`src/rtl/ocr_load_controller.sv`:
```
// Image load sequencer: clears the image buffer, streams IMG_BYTES receiver bytes into it,
// starts the BNN once the buffer reports full, and hands the class result to the host.
module ocr_load_controller #(
    parameter int IMG_BYTES      = 113,
    parameter int TIMEOUT_CYCLES = 1000000,
    parameter int SETTLE_MAX     = 8,
    parameter int RES_W          = 4
) (
    input  logic             clk,
    input  logic             rst_n,
    input  logic             rx_valid,
    input  logic [7:0]       rx_data,
    output logic             rx_ready,
    input  logic             abort,
    output logic             buf_clear,
    output logic             buf_we,
    output logic [7:0]       buf_data,
    input  logic             buf_full,
    output logic             bnn_start,
    input  logic             bnn_done,
    input  logic [RES_W-1:0] bnn_result,
    output logic             result_valid,
    output logic [RES_W-1:0] result_data,
    input  logic             result_ack,
    output logic             busy,
    output logic             error,
    output logic [6:0]       byte_count
);

    localparam int TO_W = (TIMEOUT_CYCLES > 2) ? $clog2(TIMEOUT_CYCLES) : 1;
    localparam int ST_W = (SETTLE_MAX > 1) ? $clog2(SETTLE_MAX) : 1;
    // The idle counter fires on the edge that would take it to TIMEOUT_CYCLES-1.
    localparam logic [TO_W-1:0] TO_LAST = TO_W'(TIMEOUT_CYCLES - 2);
    localparam logic [ST_W-1:0] ST_LAST = ST_W'(SETTLE_MAX - 1);
    localparam logic [6:0]      BC_LAST = 7'(IMG_BYTES - 1);

    typedef enum logic [2:0] {
        S_CLEAR,
        S_LOAD,
        S_SETTLE,
        S_WAIT_DONE,
        S_RESULT
    } state_t;

    state_t            state_reg, state_next;
    logic [6:0]        byte_count_reg, byte_count_next;
    logic [TO_W-1:0]   to_cnt_reg, to_cnt_next;
    logic [ST_W-1:0]   settle_cnt_reg, settle_cnt_next;
    logic              buf_we_reg, buf_we_next;
    logic [7:0]        buf_data_reg, buf_data_next;
    logic              bnn_start_reg, bnn_start_next;
    logic              result_valid_reg, result_valid_next;
    logic [RES_W-1:0]  result_data_reg, result_data_next;
    logic              error_reg, error_next;
    logic              busy_reg, busy_next;
    logic              handshake;

    assign rx_ready     = (state_reg == S_LOAD) & ~abort;
    assign handshake    = rx_valid & rx_ready;
    assign buf_clear    = (state_reg == S_CLEAR);
    assign buf_we       = buf_we_reg;
    assign buf_data     = buf_data_reg;
    assign bnn_start    = bnn_start_reg;
    assign result_valid = result_valid_reg;
    assign result_data  = result_data_reg;
    assign error        = error_reg;
    assign busy         = busy_reg;
    assign byte_count   = byte_count_reg;

    always_ff @(posedge clk) begin
        if (!rst_n) begin
            state_reg        <= S_CLEAR;
            byte_count_reg   <= '0;
            to_cnt_reg       <= '0;
            settle_cnt_reg   <= '0;
            buf_we_reg       <= 1'b0;
            buf_data_reg     <= '0;
            bnn_start_reg    <= 1'b0;
            result_valid_reg <= 1'b0;
            result_data_reg  <= '0;
            error_reg        <= 1'b0;
            busy_reg         <= 1'b1;
        end else begin
            state_reg        <= state_next;
            byte_count_reg   <= byte_count_next;
            to_cnt_reg       <= to_cnt_next;
            settle_cnt_reg   <= settle_cnt_next;
            buf_we_reg       <= buf_we_next;
            buf_data_reg     <= buf_data_next;
            bnn_start_reg    <= bnn_start_next;
            result_valid_reg <= result_valid_next;
            result_data_reg  <= result_data_next;
            error_reg        <= error_next;
            busy_reg         <= busy_next;
        end
    end

    always_comb begin
        state_next        = state_reg;
        byte_count_next   = byte_count_reg;
        to_cnt_next       = to_cnt_reg;
        settle_cnt_next   = settle_cnt_reg;
        buf_we_next       = 1'b0;
        buf_data_next     = buf_data_reg;
        bnn_start_next    = 1'b0;
        result_valid_next = result_valid_reg;
        result_data_next  = result_data_reg;
        error_next        = error_reg;

        if (abort && state_reg != S_CLEAR) begin
            // Abort beats every other event and leaves the error flag alone.
            state_next        = S_CLEAR;
            result_valid_next = 1'b0;
        end else begin
            unique case (state_reg)
                S_CLEAR: begin
                    byte_count_next   = '0;
                    to_cnt_next       = '0;
                    result_valid_next = 1'b0;
                    state_next        = S_LOAD;
                end
                S_LOAD: begin
                    if (handshake) begin
                        buf_we_next     = 1'b1;
                        buf_data_next   = rx_data;
                        byte_count_next = byte_count_reg + 7'd1;
                        to_cnt_next     = '0;
                        if (byte_count_reg == 7'd0) begin
                            error_next = 1'b0;
                        end
                        if (byte_count_reg == BC_LAST) begin
                            settle_cnt_next = '0;
                            state_next      = S_SETTLE;
                        end
                    end else if (byte_count_reg != 7'd0) begin
                        if (to_cnt_reg == TO_LAST) begin
                            to_cnt_next = '0;
                            error_next  = 1'b1;
                            state_next  = S_CLEAR;
                        end else begin
                            to_cnt_next = to_cnt_reg + TO_W'(1);
                        end
                    end
                end
                S_SETTLE: begin
                    if (buf_full) begin
                        bnn_start_next = 1'b1;
                        state_next     = S_WAIT_DONE;
                    end else if (settle_cnt_reg == ST_LAST) begin
                        error_next = 1'b1;
                        state_next = S_CLEAR;
                    end else begin
                        settle_cnt_next = settle_cnt_reg + ST_W'(1);
                    end
                end
                S_WAIT_DONE: begin
                    if (bnn_done) begin
                        result_data_next  = bnn_result;
                        result_valid_next = 1'b1;
                        state_next        = S_RESULT;
                    end
                end
                S_RESULT: begin
                    if (result_ack) begin
                        result_valid_next = 1'b0;
                        state_next        = S_CLEAR;
                    end
                end
                default: state_next = S_CLEAR;
            endcase
        end

        busy_next = !((state_next == S_LOAD) && (byte_count_next == 7'd0));
    end

endmodule

```
`config.mk`:
```
export PLATFORM = sky130hd
export DESIGN_NAME = ocr_load_controller
export DESIGN_NICKNAME = d
export VERILOG_FILES = /design/src/rtl/ocr_load_controller.sv
export SDC_FILE = /design/constraint.sdc
export NUM_CORES = 1
export LEC_CHECK = 0
export CORE_ASPECT_RATIO = 1.1
export CORE_UTILIZATION = 45
export CTS_CLUSTER_SIZE = 25
export DETAILED_ROUTE_END_ITERATION = 12
export PLACE_DENSITY = 0.7
export SYNTH_ARGS = -nofsm -noshare
export SYNTH_HDL_FRONTEND = slang
export SYNTH_SLANG_ARGS = --single-unit
```
`constraint.sdc`:
```
create_clock -name clk -period 2.7 [get_ports clk]
set_input_delay 0.54 -clock clk [delete_from_list [all_inputs] [get_ports clk]]
set_output_delay 0.54 -clock clk [all_outputs]
set_load 0.1 [all_outputs]
```
# --- Word level (Yosys, flattened, before mapping) ---
# Index checks and enable logic that the tools add are counted.
word_totals:
  out_inout_bits: 26
  in_bits: 19
  elab_cells: 93
  romBits: 0
  ff_bits: 50
  memories: 0
  latchBits: 0
  mem_bits_rw: 0
op_classes:
  muxes: 34
  mul: 0
  bitwise: 7
  n_shift: 0
  n_eq_ne: 18
  n_addsub: 3
  n_lt_le_gt_ge: 0
  n_div: 0
  n_reduce_logical: 20
ops:
  columns: ["op", "count"]
  rows:
  - ["20-bit 2-to-1 mux", 3]
  - ["20-bit one-hot mux with 2 select lines", 1]
  - ["3-bit 2-to-1 mux", 13]
  - ["20-bit by 1-bit adder with 20-bit output, second input constant", 1]
  - ["20-bit equality test, second input constant", 1]
  - ["3-bit one-hot mux with 5 select lines", 1]
  - ["7-bit logical NOT", 2]
  - ["7-bit 2-to-1 mux", 2]
  - ["7-bit one-hot mux with 2 select lines", 1]
  - ["2-bit inequality test, second input constant", 6]
  - ["3-bit AND reduction", 4]
  - ["1-bit 2-to-1 mux", 10]
  - ["3-bit by 2-bit inequality test with 1-bit output, second input constant", 3]
  - ["7-bit by 1-bit adder with 7-bit output, second input constant", 1]
  - ["7-bit equality test, second input constant", 1]
  - ["7-bit AND reduction", 1]
  - ["7-bit nonzero test", 1]
  - ["3-bit by 1-bit equality test with 1-bit output, second input constant", 2]
  - ["3-bit by 2-bit equality test with 1-bit output, second input constant", 2]
  - ["3-bit equality test, second input constant", 2]
  - ["3-bit one-hot mux with 2 select lines", 1]
  - ["6-bit AND reduction", 1]
  - ["3-bit nonzero test", 2]
  - ["3-bit OR reduction", 2]
  - ["11 further kinds", 18]

# --- Longest topological paths before layout ---
depth:
  ltp_word: 9
  mapped_depth: 8
  mapped_depth_nobuf: 7

# --- Worst setup path before layout ---
# OpenSTA, ideal clock, no wires.
synth_path:
  kind: "register to output"
  startpoint: "register state_reg[1]"
  endpoint: "output rx_ready"
  path_buffers: 1
  required_time_ns: 2.160
  path_stages_with_launch: 4
  arrival_ns: 2.064
  setup_slack_ns: 0.096
  path_cell_list: "dfxtp_1 -> buf_6 -> or3b_4 -> nor2_1"
synth_via:
  elab_chain_len: 2
synth_rtl:
  columns: ["item", "line", "text"]
  rows:
  - ["start: declaration", "45", "state_t state_reg, state_next;"]
  - ["start signal: assignment", "84", "state_reg <= state_next;"]
  - ["3-bit by 1-bit equality test with 1-bit output", "58", "assign rx_ready = (state_reg == S_LOAD) & ~abort;"]
  - ["1-bit bitwise AND", "58", null]
  - ["end: declaration", "13", "output logic rx_ready,"]
# No other way between the ends.

# --- Worst setup path in the final report ---
layout_path:
  startpoint: "register byte_count_reg[0], in the netlist byte_count[0]"
  endpoint: "register to_cnt_reg[7]"
layout_via:
  elab_chain_len: 3
layout_rtl:
  columns: ["item", "line", "text"]
  rows:
  - ["start: declaration", "46", "logic [6:0] byte_count_reg, byte_count_next;"]
  - ["start signal: assignment", "85", "byte_count_reg <= byte_count_next;"]
  - ["7-bit nonzero test", "135", "end else if (byte_count_reg != 7'd0) begin"]
  - ["3-bit by 2-bit inequality test with 1-bit output (no line)", null, null]
  - ["3-bit AND reduction (no line)", null, null]
  - ["end signal: assignment", "86", "to_cnt_reg <= to_cnt_next;"]
  - ["end: declaration", "47", "logic [TO_W-1:0] to_cnt_reg, to_cnt_next;"]
# No other way between the ends.
# A chain may end at the register's enable or synchronous reset.

==> metrics.yaml <==
cts-resized-gates: 0
drtPass1Iterations: 4
min_path_type: "reg2reg"
fillers: 511
synth_seq_cells: 50
multi_input_area_um2: 1511
rr_worst_depth: 7
core-area_um2: 5500
clkLatencyLatePin_ns: 0.30
cts_hold_buf: 0
rows: 28
routed_wl_mm: 5.628
r2r_start: "byte_count[0]"
power.density_nw_per_um2: 452.3
holdCritStartpoint: "buf_data[7]"
slew_violations: 0
yosys_warnings: 0
setup_violations: 0
placed_area_um2: 3119
finalSetupTns_ns: 0
insertedDiodeCount: 0
grt_antenna_before_repair: 0
final_area_um2: 3198
fmax_mhz: 405.1
yosysUniqueCellTypes: 57
cts.htree.levels: 2
crit_family: "compound AO/OA/AOI/OAI gates"
die_h_um: 82.22
slew_headroom: 0.4197
track_usage: 0.2029
vdd_drop_max_v: 0.0002440
post-place-cells: 419
drc_errors: 0
drv_cap: 0
drive_gt1_frac: 0.1681
syn_area_um2: 2633
met3_usage: 0.04612
syn_area_per_cell_um2: 8.688
hold_viol_final: 0
hold_slack_ns: 0.4663
grt_max_degree: 17
async_flop_share: 0
largest_reg_flops: 20
cts_tree: "done"
place.port_buffers: 44
worst_path_max_delay_cell: "o41ai_4"
wl_per_cell_um: 13.21
initial_core_util: 0.4786
vias: 2293
clock_path_buffers: 2
min_path_cells: 2
min_to: "buf_data[7]"
cts_setup_buffers: 0
synth_edf_count: 0
gp_congestion: 0.8475
finalClockSkew_ns: 0.006415
setup.worst_path.start_class: "flip-flop"
period_share: 0.9143
use_met2: 0.3315
numCtsBuffers: 5
root_buffer: "clkbuf_8"
path_clk_slew_ns: 0.08
crit_chain: "inv_1 -> ha_1 -> or3b_1 -> o41ai_4 -> o21ai_2 -> buf_4 -> nor2_1"
rr_endpoint: "to_cnt_reg[7]"
met1_usage: 0.2563
drt_iter0_drc: 115
synthFlopType: "dfxtp_1"
rsz0062_at_grt: "no"
period_needed_ns: 2.469
hpwl_mm: 4.295
die_width_um: 74.93
grt_pass1_vias: 2170
rrSetupSlack_ns: 0.23
avgViaCountPerCell: 5.383
leakagePower_nw: 1.138
path_buf_inv: 2
area_growth_pct: 21.48
syn_inst: 303
ys_seq_area_frac: 0.3802
instances_no_fill: 426
grt.overflow.total: 0
regArea_um2: 1001
syn_nets: 328
grt_pass1_wl_mm: 9.597
detail-route-antenna-nets: 0
cp_max_fo: 16
crit_type: "reg2reg"
crit_arrival_ns: 2.70
busiest_layer: "met2"
clock_sinks: 50
status: "finished, final reports clean"
slowest_delay_ns: 0.73
crit_path_end_kind: "flip-flop"
worst_slew_pin_slew_ns: 0.8675
worstPathRequired_ns: 2.93
die_area_um2: 6160
pin_count: 45
nNetsFinal: 376
==> through the flow <==
stage	utilization	setup WS, ns	power, mW
finish	0.5814	0.2313	1.447
global route	0.5814	0.02190	1.515
CTS	0.5814	0.2281	1.467
detailed placement	0.5671	0.1661	1.048
global placement	0.5671	0.2215	1.046
floorplan	-	0.09559	0.9659
==> synth_stat cells, drive strengths merged (2+ instances only) <==
cell type / instances / area [um2]
and4: 3 / 26.28
nand3: 13 / 65.06
clkbuf: 6 / 23.77
o21ai: 8 / 47.55
a21boi: 12 / 90.09
nor2b: 7 / 43.79
nand2: 35 / 131.4
o221ai: 2 / 23.77
inv: 10 / 37.54
nor3: 9 / 45.04
xor2: 6 / 52.55
dfxtp: 50 / 1001
and3: 2 / 12.51
xnor2: 18 / 157.7
ha: 6 / 75.07
nor3b: 2 / 15.01
or2: 3 / 18.77
nor4: 11 / 98.84
o32ai: 2 / 17.52
nand4: 7 / 43.79
or4b: 2 / 23.77
or3: 5 / 36.28
nor2: 40 / 150.1
or3b: 3 / 28.78
nand2b: 2 / 12.51
a211oi: 2 / 32.53
mux2i: 5 / 50.05
a21oi: 7 / 35.03
buf: 7 / 58.80
o2111ai: 2 / 17.52
==> area by class of cell <==
type | instances | share of cell area
inverter | 10 | 0.01174
timing repair buffer | 54 | 0.1487
tap | 75 | 0.02934
sequential | 50 | 0.3130
clock buffer | 5 | 0.02152
multi-input combinational | 230 | 0.4726
clock inverter | 2 | 0.003130
==> worst min-delay path: stages, from the launching register on <==
cell and delay (ns):
dfxtp_1 0.32, nand2_1 0.05, a21boi_0 0.06
==> power by group <==
part / internal (mW) / switching (mW) / total, mW
sequential: 0.750 / 0.0126 / 0.762
combinational: 0.0973 / 0.171 / 0.268
clock: 0.174 / 0.242 / 0.416
total: 1.02 / 0.425 / 1.45
==> metal layers <==
layer / vias to the layer above / wire length (um)
li1: 1156 / -
met1: 1073 / 2682
met2: 50 / 2593
met3: 14 / 219
met4: 0 / 133
met5: - / 0
==> worst max-delay path by stage <==
stage | start | endpoint | slack (ns) | cells past startpoint
after floorplan | state_reg[1] | rx_ready | 0.1 | 3
after global routing | byte_count[0] | to_cnt_reg[16] | 0.02 | 7
after global placement | rx_valid | to_cnt_reg[15] | 0.22 | 5
after detailed placement | rx_valid | to_cnt_reg[7] | 0.17 | 5
after CTS | byte_count[0] | to_cnt_reg[7] | 0.23 | 7
final | byte_count[0] | to_cnt_reg[7] | 0.23 | 7
==> kinds of logic after synthesis <==
logic type | synth area share
simple gates | 0.2994
flops | 0.3802
compound gates | 0.1431
xor+xnor | 0.07985
buf+inv | 0.04563
mux | 0.02329
fa+ha+maj | 0.02852
==> cells in the final DEF (no fill, tap or decap), drive strengths merged, types with 6 or more instances in the layout <==
master	Yosys	final
xnor2	18	18
a21boi	12	12
nand3	13	13
ha	6	6
nand4	7	7
a21oi	7	7
nor3	9	9
dfxtp	50	50
nor4	11	11
clkdlybuf4s50	0	18
inv	10	10
buf	7	36
nand2	35	35
o21ai	8	8
xor2	6	6
nor2	40	40
nor2b	7	7
Note: power is estimated with default switching activity, not from simulation.
